`config.mk`:
```
export PLATFORM = sky130hd
export DESIGN_NAME = abc_sweeper
export DESIGN_NICKNAME = d
export VERILOG_FILES = /design/src/rtl/abc_sweeper.sv
export SDC_FILE = /design/constraint.sdc
export NUM_CORES = 1
export LEC_CHECK = 0
export CELL_PAD_IN_SITES_DETAIL_PLACEMENT = 1
export CELL_PAD_IN_SITES_GLOBAL_PLACEMENT = 1
export CORE_MARGIN = 4
export CORE_UTILIZATION = 40
export CTS_BUF_LIST = sky130_fd_sc_hd__clkbuf_4
export CTS_CLUSTER_DIAMETER = 200
export DETAILED_ROUTE_END_ITERATION = 10
export PLACE_DENSITY_LB_ADDON = 0.25
export REMOVE_ABC_BUFFERS = 1
export SYNTH_ARGS = -nofsm -noshare
export SYNTH_HDL_FRONTEND = slang
export SYNTH_SLANG_ARGS = --single-unit
```
`constraint.sdc`:
```
create_clock -name clk -period 1.6 [get_ports clk]
set_input_delay 0.4 -clock clk [delete_from_list [all_inputs] [get_ports clk]]
set_output_delay 0.4 -clock clk [all_outputs]
set_load 0.005 [all_outputs]
```
`src/rtl/abc_sweeper.sv`:
```
// abc_sweeper: steps {a,b,c} through 000..111 for the downstream 3-input
// function block, holding each vector DWELL cycles, samples f at the end of
// each hold into an 8-bit truth table, and pulses done when the sweep ends.
//
// Optional feature macro: ABC_SWEEP_CHECK_EN (adds expected/match/mismatch_cnt)
//
// Ports:
//   clk, rst_n    clock (rising edge), asynchronous active-low reset
//   start         sweep request, ignored while busy
//   a, b, c       vector driven to the function block ({a,b,c} = index)
//   f             function block output
//   busy          sweep in progress
//   done          one-cycle pulse on sweep completion
//   tt[7:0]       truth table, tt[i] = f sampled while {a,b,c} = i
//   expected[7:0] reference table                  (ABC_SWEEP_CHECK_EN only)
//   match         tt equals expected                (ABC_SWEEP_CHECK_EN only)
//   mismatch_cnt  popcount(tt ^ expected)           (ABC_SWEEP_CHECK_EN only)
module abc_sweeper #(
  parameter int unsigned DWELL = 4,
  parameter int unsigned CNT_W = $clog2(DWELL + 1)
) (
  input  logic       clk,
  input  logic       rst_n,
  input  logic       start,
  output logic       a,
  output logic       b,
  output logic       c,
  input  logic       f,
  output logic       busy,
  output logic       done,
  output logic [7:0] tt
`ifdef ABC_SWEEP_CHECK_EN
  ,
  input  logic [7:0] expected,
  output logic       match,
  output logic [3:0] mismatch_cnt
`endif
);

  localparam logic [CNT_W-1:0] CNT_LAST = CNT_W'(DWELL - 1);

  typedef enum logic {IDLE, SWEEP} state_t;

  state_t           state_q, state_d;
  logic [2:0]       idx_q, idx_d;
  logic [CNT_W-1:0] cnt_q, cnt_d;
  logic [7:0]       tt_d;
  logic             busy_d, done_d;
  logic             dwell_end_c;
  logic [7:0]       tt_final_c;

  assign {a, b, c} = idx_q;
  assign dwell_end_c = (cnt_q == CNT_LAST);

  // State and datapath registers
  always_ff @(posedge clk or negedge rst_n) begin
    if (!rst_n) begin
      state_q <= IDLE;
      idx_q   <= '0;
      cnt_q   <= '0;
      tt      <= '0;
      busy    <= 1'b0;
      done    <= 1'b0;
    end else begin
      state_q <= state_d;
      idx_q   <= idx_d;
      cnt_q   <= cnt_d;
      tt      <= tt_d;
      busy    <= busy_d;
      done    <= done_d;
    end
  end

  // Next-state and register updates
  always_comb begin
    state_d    = state_q;
    idx_d      = idx_q;
    cnt_d      = cnt_q;
    tt_d       = tt;
    busy_d     = busy;
    done_d     = 1'b0;
    // Table with the current sample merged in, used on the end of a dwell
    tt_final_c         = tt;
    tt_final_c[idx_q]  = f;
    case (state_q)
      IDLE: begin
        if (start) begin
          state_d = SWEEP;
          idx_d   = '0;
          cnt_d   = '0;
          tt_d    = '0;
          busy_d  = 1'b1;
        end
      end
      SWEEP: begin
        if (dwell_end_c) begin
          tt_d  = tt_final_c;
          cnt_d = '0;
          if (idx_q == 3'd7) begin
            idx_d   = '0;
            busy_d  = 1'b0;
            done_d  = 1'b1;
            state_d = IDLE;
          end else begin
            idx_d = idx_q + 3'd1;
          end
        end else begin
          cnt_d = cnt_q + CNT_W'(1);
        end
      end
      default: state_d = IDLE;
    endcase
  end

`ifdef ABC_SWEEP_CHECK_EN
  logic accept_c;
  logic finish_c;
  logic [3:0] diff_cnt_c;

  function automatic logic [3:0] popcount8(input logic [7:0] v);
    logic [3:0] n;
    n = '0;
    for (int i = 0; i < 8; i++) n = n + 4'(v[i]);
    return n;
  endfunction

  assign accept_c   = (state_q == IDLE) && start;
  assign finish_c   = (state_q == SWEEP) && dwell_end_c && (idx_q == 3'd7);
  assign diff_cnt_c = popcount8(tt_final_c ^ expected);

  // Compare against the reference only on the completion edge
  always_ff @(posedge clk or negedge rst_n) begin
    if (!rst_n) begin
      match        <= 1'b0;
      mismatch_cnt <= '0;
    end else if (accept_c) begin
      match        <= 1'b0;
      mismatch_cnt <= '0;
    end else if (finish_c) begin
      match        <= (diff_cnt_c == 4'd0);
      mismatch_cnt <= diff_cnt_c;
    end
  end
`endif

endmodule

```
### Yosys cells after proc, flatten, opt, wreduce, memory -nomap -nowiden

Cells that the tools add are included.

| operators by class | value |
|---|---|
| muxes and demuxes | 23 |
| bitwise gates (word level) | 1 |
| add/subtract/negate cells | 2 |
| reductions and logical operators | 3 |
| eq/ne operators | 5 |
| magnitude comparators | 2 |

Operators by type and width:

| cell | number |
|---|---|
| 2-to-1 mux 8 bit | 2 |
| case mux 8 bit (2 select lines) | 1 |
| 2-to-1 mux 3 bit | 4 |
| case mux 3 bit (2 select lines) | 2 |
| 2-to-1 mux 1 bit | 10 |
| bitwise mux 8 bit | 1 |
| adder 3 x 1 -> 3 bit, second input constant | 2 |
| less-than comparator 3 x 4 -> 1 bit, second input constant | 1 |
| != test 2 x 1 -> 1 bit, second input constant | 2 |
| case mux 1 bit (2 select lines) | 2 |
| demux 1 bit (select 3 bit) | 1 |
| equality test 3 x 2 -> 1 bit, second input constant | 1 |
| equality test 3 bit, second input constant | 1 |
| >= comparator 3 x 1 -> 1 bit, second input constant | 1 |
| AND reduction 3 bit | 1 |
| != test 2 bit, second input constant | 1 |
| AND reduction 2 bit | 1 |
| logical AND 1 bit | 1 |
| inverter 1 bit | 1 |

| storage, ports and cells | value |
|---|---|
| register bits | 17 |
| input port bits | 4 |
| logic and storage cells | 42 |
| output and inout bits | 13 |

### Longest topological paths before layout

| logic depth | value |
|---|---|
| depth after elaboration | 7 |
| gate-level depth with buffers | 5 |
| mapped depth without buffers | 5 |

### Worst setup path before layout

OpenSTA, ideal clock, no wires.

| path | value |
|---|---|
| path kind | reg2reg |
| start point | register cnt_q[0] |
| end point | register tt[6] |
| data required time | 1,476 ps |
| arrival time | 1,315 ps |
| path buffers | 1 |
| setup slack | 161 ps |
| period minus slack after synthesis | 1,439 ps |
| setup time | 124 ps |
| cell stages (with the launch flop) | 6 |
| path through | dfrtp_1 -> ha_1 -> and3b_1 -> clkbuf_1 -> and4_1 -> a211o_1 |

| between the ends | value |
|---|---|
| cells in the longest elaborated chain, start to end | 3 |

Ends and longest elaborated chain:

| item | line | text |
|---|---|---|
| start: declaration | 46 | `logic [CNT_W-1:0] cnt_q, cnt_d;` |
| start signal: assignment | 67 | `cnt_q <= cnt_d;` |
| equality test 3 x 2 -> 1 bit | 53 | `assign dwell_end_c = (cnt_q == CNT_LAST);` |
| != test 2 x 1 -> 1 bit (no line) | -- |  |
| AND reduction 2 bit (no line) | -- |  |
| end signal: assignment | 68 | `tt <= tt_d;` |
| end: declaration | 31 | `output logic [7:0] tt` |

Every way passes these cells.
A chain may end at the register's enable or synchronous reset.

### Final worst setup path

| path | value |
|---|---|
| start point | register idx_q[2] |
| end point | output a |

RTL lines:

| item | line | text |
|---|---|---|
| start: declaration | 45 | `logic [2:0] idx_q, idx_d;` |
| start signal: assignment | 66 | `idx_q <= idx_d;` |
| end: declaration | 25 | `output logic a,` |

No word-level cell between the ends.

==> summary.txt <==
Synthesis
  • Top cell type's share of synthesized area: 50.90%
  • Cell Area, Synth: 835.8 um^2
  • Ys Warns: 0
  • Syn avg cell area: 10.72 um^2
  • Netlist cell types: 28
  • Yosys reg bits: 17
  • Post-Syn Instances: 78
  • Synth area leader: dfrtp_1
  • Seq/Total Area, Yosys: 50.90%
  • Most area-consuming cells after synthesis: dfrtp_1, ha_1, mux2i_1, nand2_1, o211ai_2

Global route
  • Initial antenna violation count: 0
  • GR Layer Usage met1: 22.09%
  • Most Crowded Layer GR: met2
  • Largest net degree at the start of global routing: 18
  • Vias in the first global route: around 690
  • Met3 Usage GRT: 2.493%
  • Met2 usage: 25.40%
  • Total congestion overflow: 0
  • First-pass GRT wire length: approximately 3300 um
  • Tot GR Track Use: 15.98%

Clock network
  • Reg clk slew, reported paths: about 0.10 ns
  • # clock sinks: 17
  • Hold_buf cts: 0
  • Bufs on Longest Clock Path: 2
  • H-tree Lvls: 1
  • CTS tree: built
  • TritonCTS Buffers: 3
  • Worst-Skew Late Latency: 0.29 ns
  • Clock root buffer: clkbuf_4

Pwr
  • Power per standard cell area: 1619 nW/um^2
  • Total internal power: 1241 uW
  • Clock share of power: 13.2%
  • Seq pwr share: 35.5%
  • Leak pwr: 0.0006229 uW
  • Comb pwr share: 51.3%
  • Worst VDD drop: 0.7829 mV
  • Switch Pwr: 660.9 uW
  • Net Sw Frac: 34.75%

Critical path
  • CP max FO: 2
  • Setup CP Type: reg2out
  • Crit path buf inv count: 1
  • Required @ worst endpoint: approximately 1.2 ns
  • CP startpoint kind: register
  • Crit-path leading delay family: buffers and inverters
  • Worst EP arrival: 1.15 ns
  • CP endpoint kind: output pin
  • CP max stage delay: around 0.5 ns
  • Critical path's slowest cell: clkdlybuf4s50_1
  • Crit path cell chain: clkdlybuf4s50_1

Drt
  • Via density: just over 5
  • Avg WL per Cell: 14.46 um
  • Via count: 704
  • Post-route ant nets: 0
  • DRC Markers: 0
  • DRT Wirelength: 1966 um
  • 1st-iter DRT viols: 8
  • First-pass iteration count of the detailed router: 4

Layout
  • Nets: about 120
  • Share of layout cells above drive strength 1: between 20% and 30%
  • ANT cells: 0
  • Area Overhead vs Synth: 40.57%
  • Post-route cell area: 1175 um^2
  • Most frequent cells in the layout: dfrtp_1, buf_4, nand2_1
  • Post-Route Utilization: 59.28%
  • Most common cell after layout, fill and taps aside: dfrtp_1
  • Fillers: between 200 and 250
  • Final std cells w/o fill: 136

STA
  • Fin crit period: about 1.6 ns
  • Final setup vio count: 0
  • Final period util: between 90% and 100%
  • Highest Clock Rate: roughly 0.64 GHz
  • Worst-margin pin slew: 0.3829 ns
  • Final Max Tran Viols: 0
  • Clock Skews: 0.001531 ns
  • Max-slew headroom: roughly 74%
  • Final Hold Viols: 0
  • Worst setup margin: 0.04524 ns
  • Setup TNS: 0 ns

Die
  • Die X: approximately 54 um
  • Initial Utilization: 42.17%
  • Number of cell rows: 16
  • Die area: between 2000 and 3000 um^2
  • I/O Pins: 17
  • Placeable Area: 1982 um^2
  • Die H: roughly 54 um

Placement
  • DP Wirelength: roughly 1400 um
  • Area after DPL: 1071 um^2
  • Placed Instances: ~130
  • Pre-CTS setup slack: -0.05805 ns
  • PortBufs: 16
  • Placer's final routability congestion estimate: 0.7316

Min path
  • Hold crit path type: in2async

Flow run
  • Max-cap violations: 0

Outcome
  • Status: finished clean
==> power groups by stage <==
stage	sequential (uW)	clock [uW]	combinational, uW
3_3_place_gp	702	0	858
3_5_place_dp	709	0	887
6_report	674	251	976
4_1_cts	683	262	967
5_1_grt	699	281	1090
2_1_floorplan	749	0	375
==> synthesized netlist by cell type <==
cell type	n
nand3b_1	1
o311ai_0	2
nor4_1	1
mux2i_1	5
nor2_1	2
and2_1	2
a211o_1	1
ha_1	4
o21ai_0	4
a21o_2	1
nand2b_1	1
o211ai_2	2
nand3b_2	1
and3b_1	1
and2b_2	1
or4_4	1
inv_1	4
a21oi_1	2
nand3_1	3
a22o_1	2
nand2_1	10
and4_1	1
nor3_1	1
clkbuf_1	3
dfrtp_1	17
buf_4	1
inv_2	1
nand4_1	3
==> metal layers <==
metal | up-vias | share of wire, %
li1 | 343 | -
met3 | 2 | 3.0
met5 | - | 0
met1 | 347 | 48
met2 | 12 | 48
met4 | 0 | 0.86
==> area by class of cell <==
cell class | instances | area [um^2] | share of cell area [%]
flip-flops and latches | 17 | 426.7 | 36.32
inverters | 5 | 18.77 | 1.597
well taps | 27 | 33.78 | 2.875
clock buffers | 4 | 30.03 | 2.556
multi-input cells | 52 | 372.9 | 31.74
repair buffers | 31 | 292.8 | 24.92
==> what timing repair did <==
item,4_1_cts,5_1_grt
setup buffers,4,3
setup endpoints to repair,4,11
hold endpoints to repair,0,0
gates resized for setup,1,9
==> state kept, by name, indices dropped and copies added, names as in the netlist <==
register and cells:
idx_q 3, busy 1, cnt_q 3, state_q 1, done 1, tt 8
==> cell families (layout without fill, tap and decap cells) <==
| group | Yosys count | after routing | synth area share [%] |
|---|---|---|---|
| simple gates | 29 | 29 | 19.76 |
| compound gates | 14 | 14 | 12.88 |
| mux | 5 | 5 | 5.988 |
| fa+ha+maj | 4 | 4 | 5.988 |
| buf+inv | 9 | 40 | 4.490 |
| flops | 17 | 17 | 50.90 |
==> final timing paths <==
check / startpoint / to / slack, ns / depth (start not counted)
min: rst_n / state_q$_DFF_PN0_ / 0.42 / 2
max: idx_q[2]$_DFFE_PN0P_ / a / 0.05 / 1
min in group clk: cnt_q[0]$_DFFE_PN0P_ / cnt_q[0]$_DFFE_PN0P_ / 0.52 / 1
max in group asynchronous: rst_n / idx_q[0]$_DFFE_PN0P_ / 0.97 / 2
min reg2reg: cnt_q[0]$_DFFE_PN0P_ / cnt_q[0]$_DFFE_PN0P_ / 0.52 / 1
max reg2reg: idx_q[0]$_DFFE_PN0P_ / idx_q[2]$_DFFE_PN0P_ / 0.08 / 5
==> metrics by stage <==
step / hold slack (ns) / total power, uW
after floorplan: 0.1044 / 1124
after global placement: 0.4834 / 1560
after detailed placement: 0.4938 / 1597
after CTS: 0.4235 / 1912
after global routing: 0.4289 / 2068
final: 0.4234 / 1902
No activity file was read; power rests on OpenSTA's default activity.
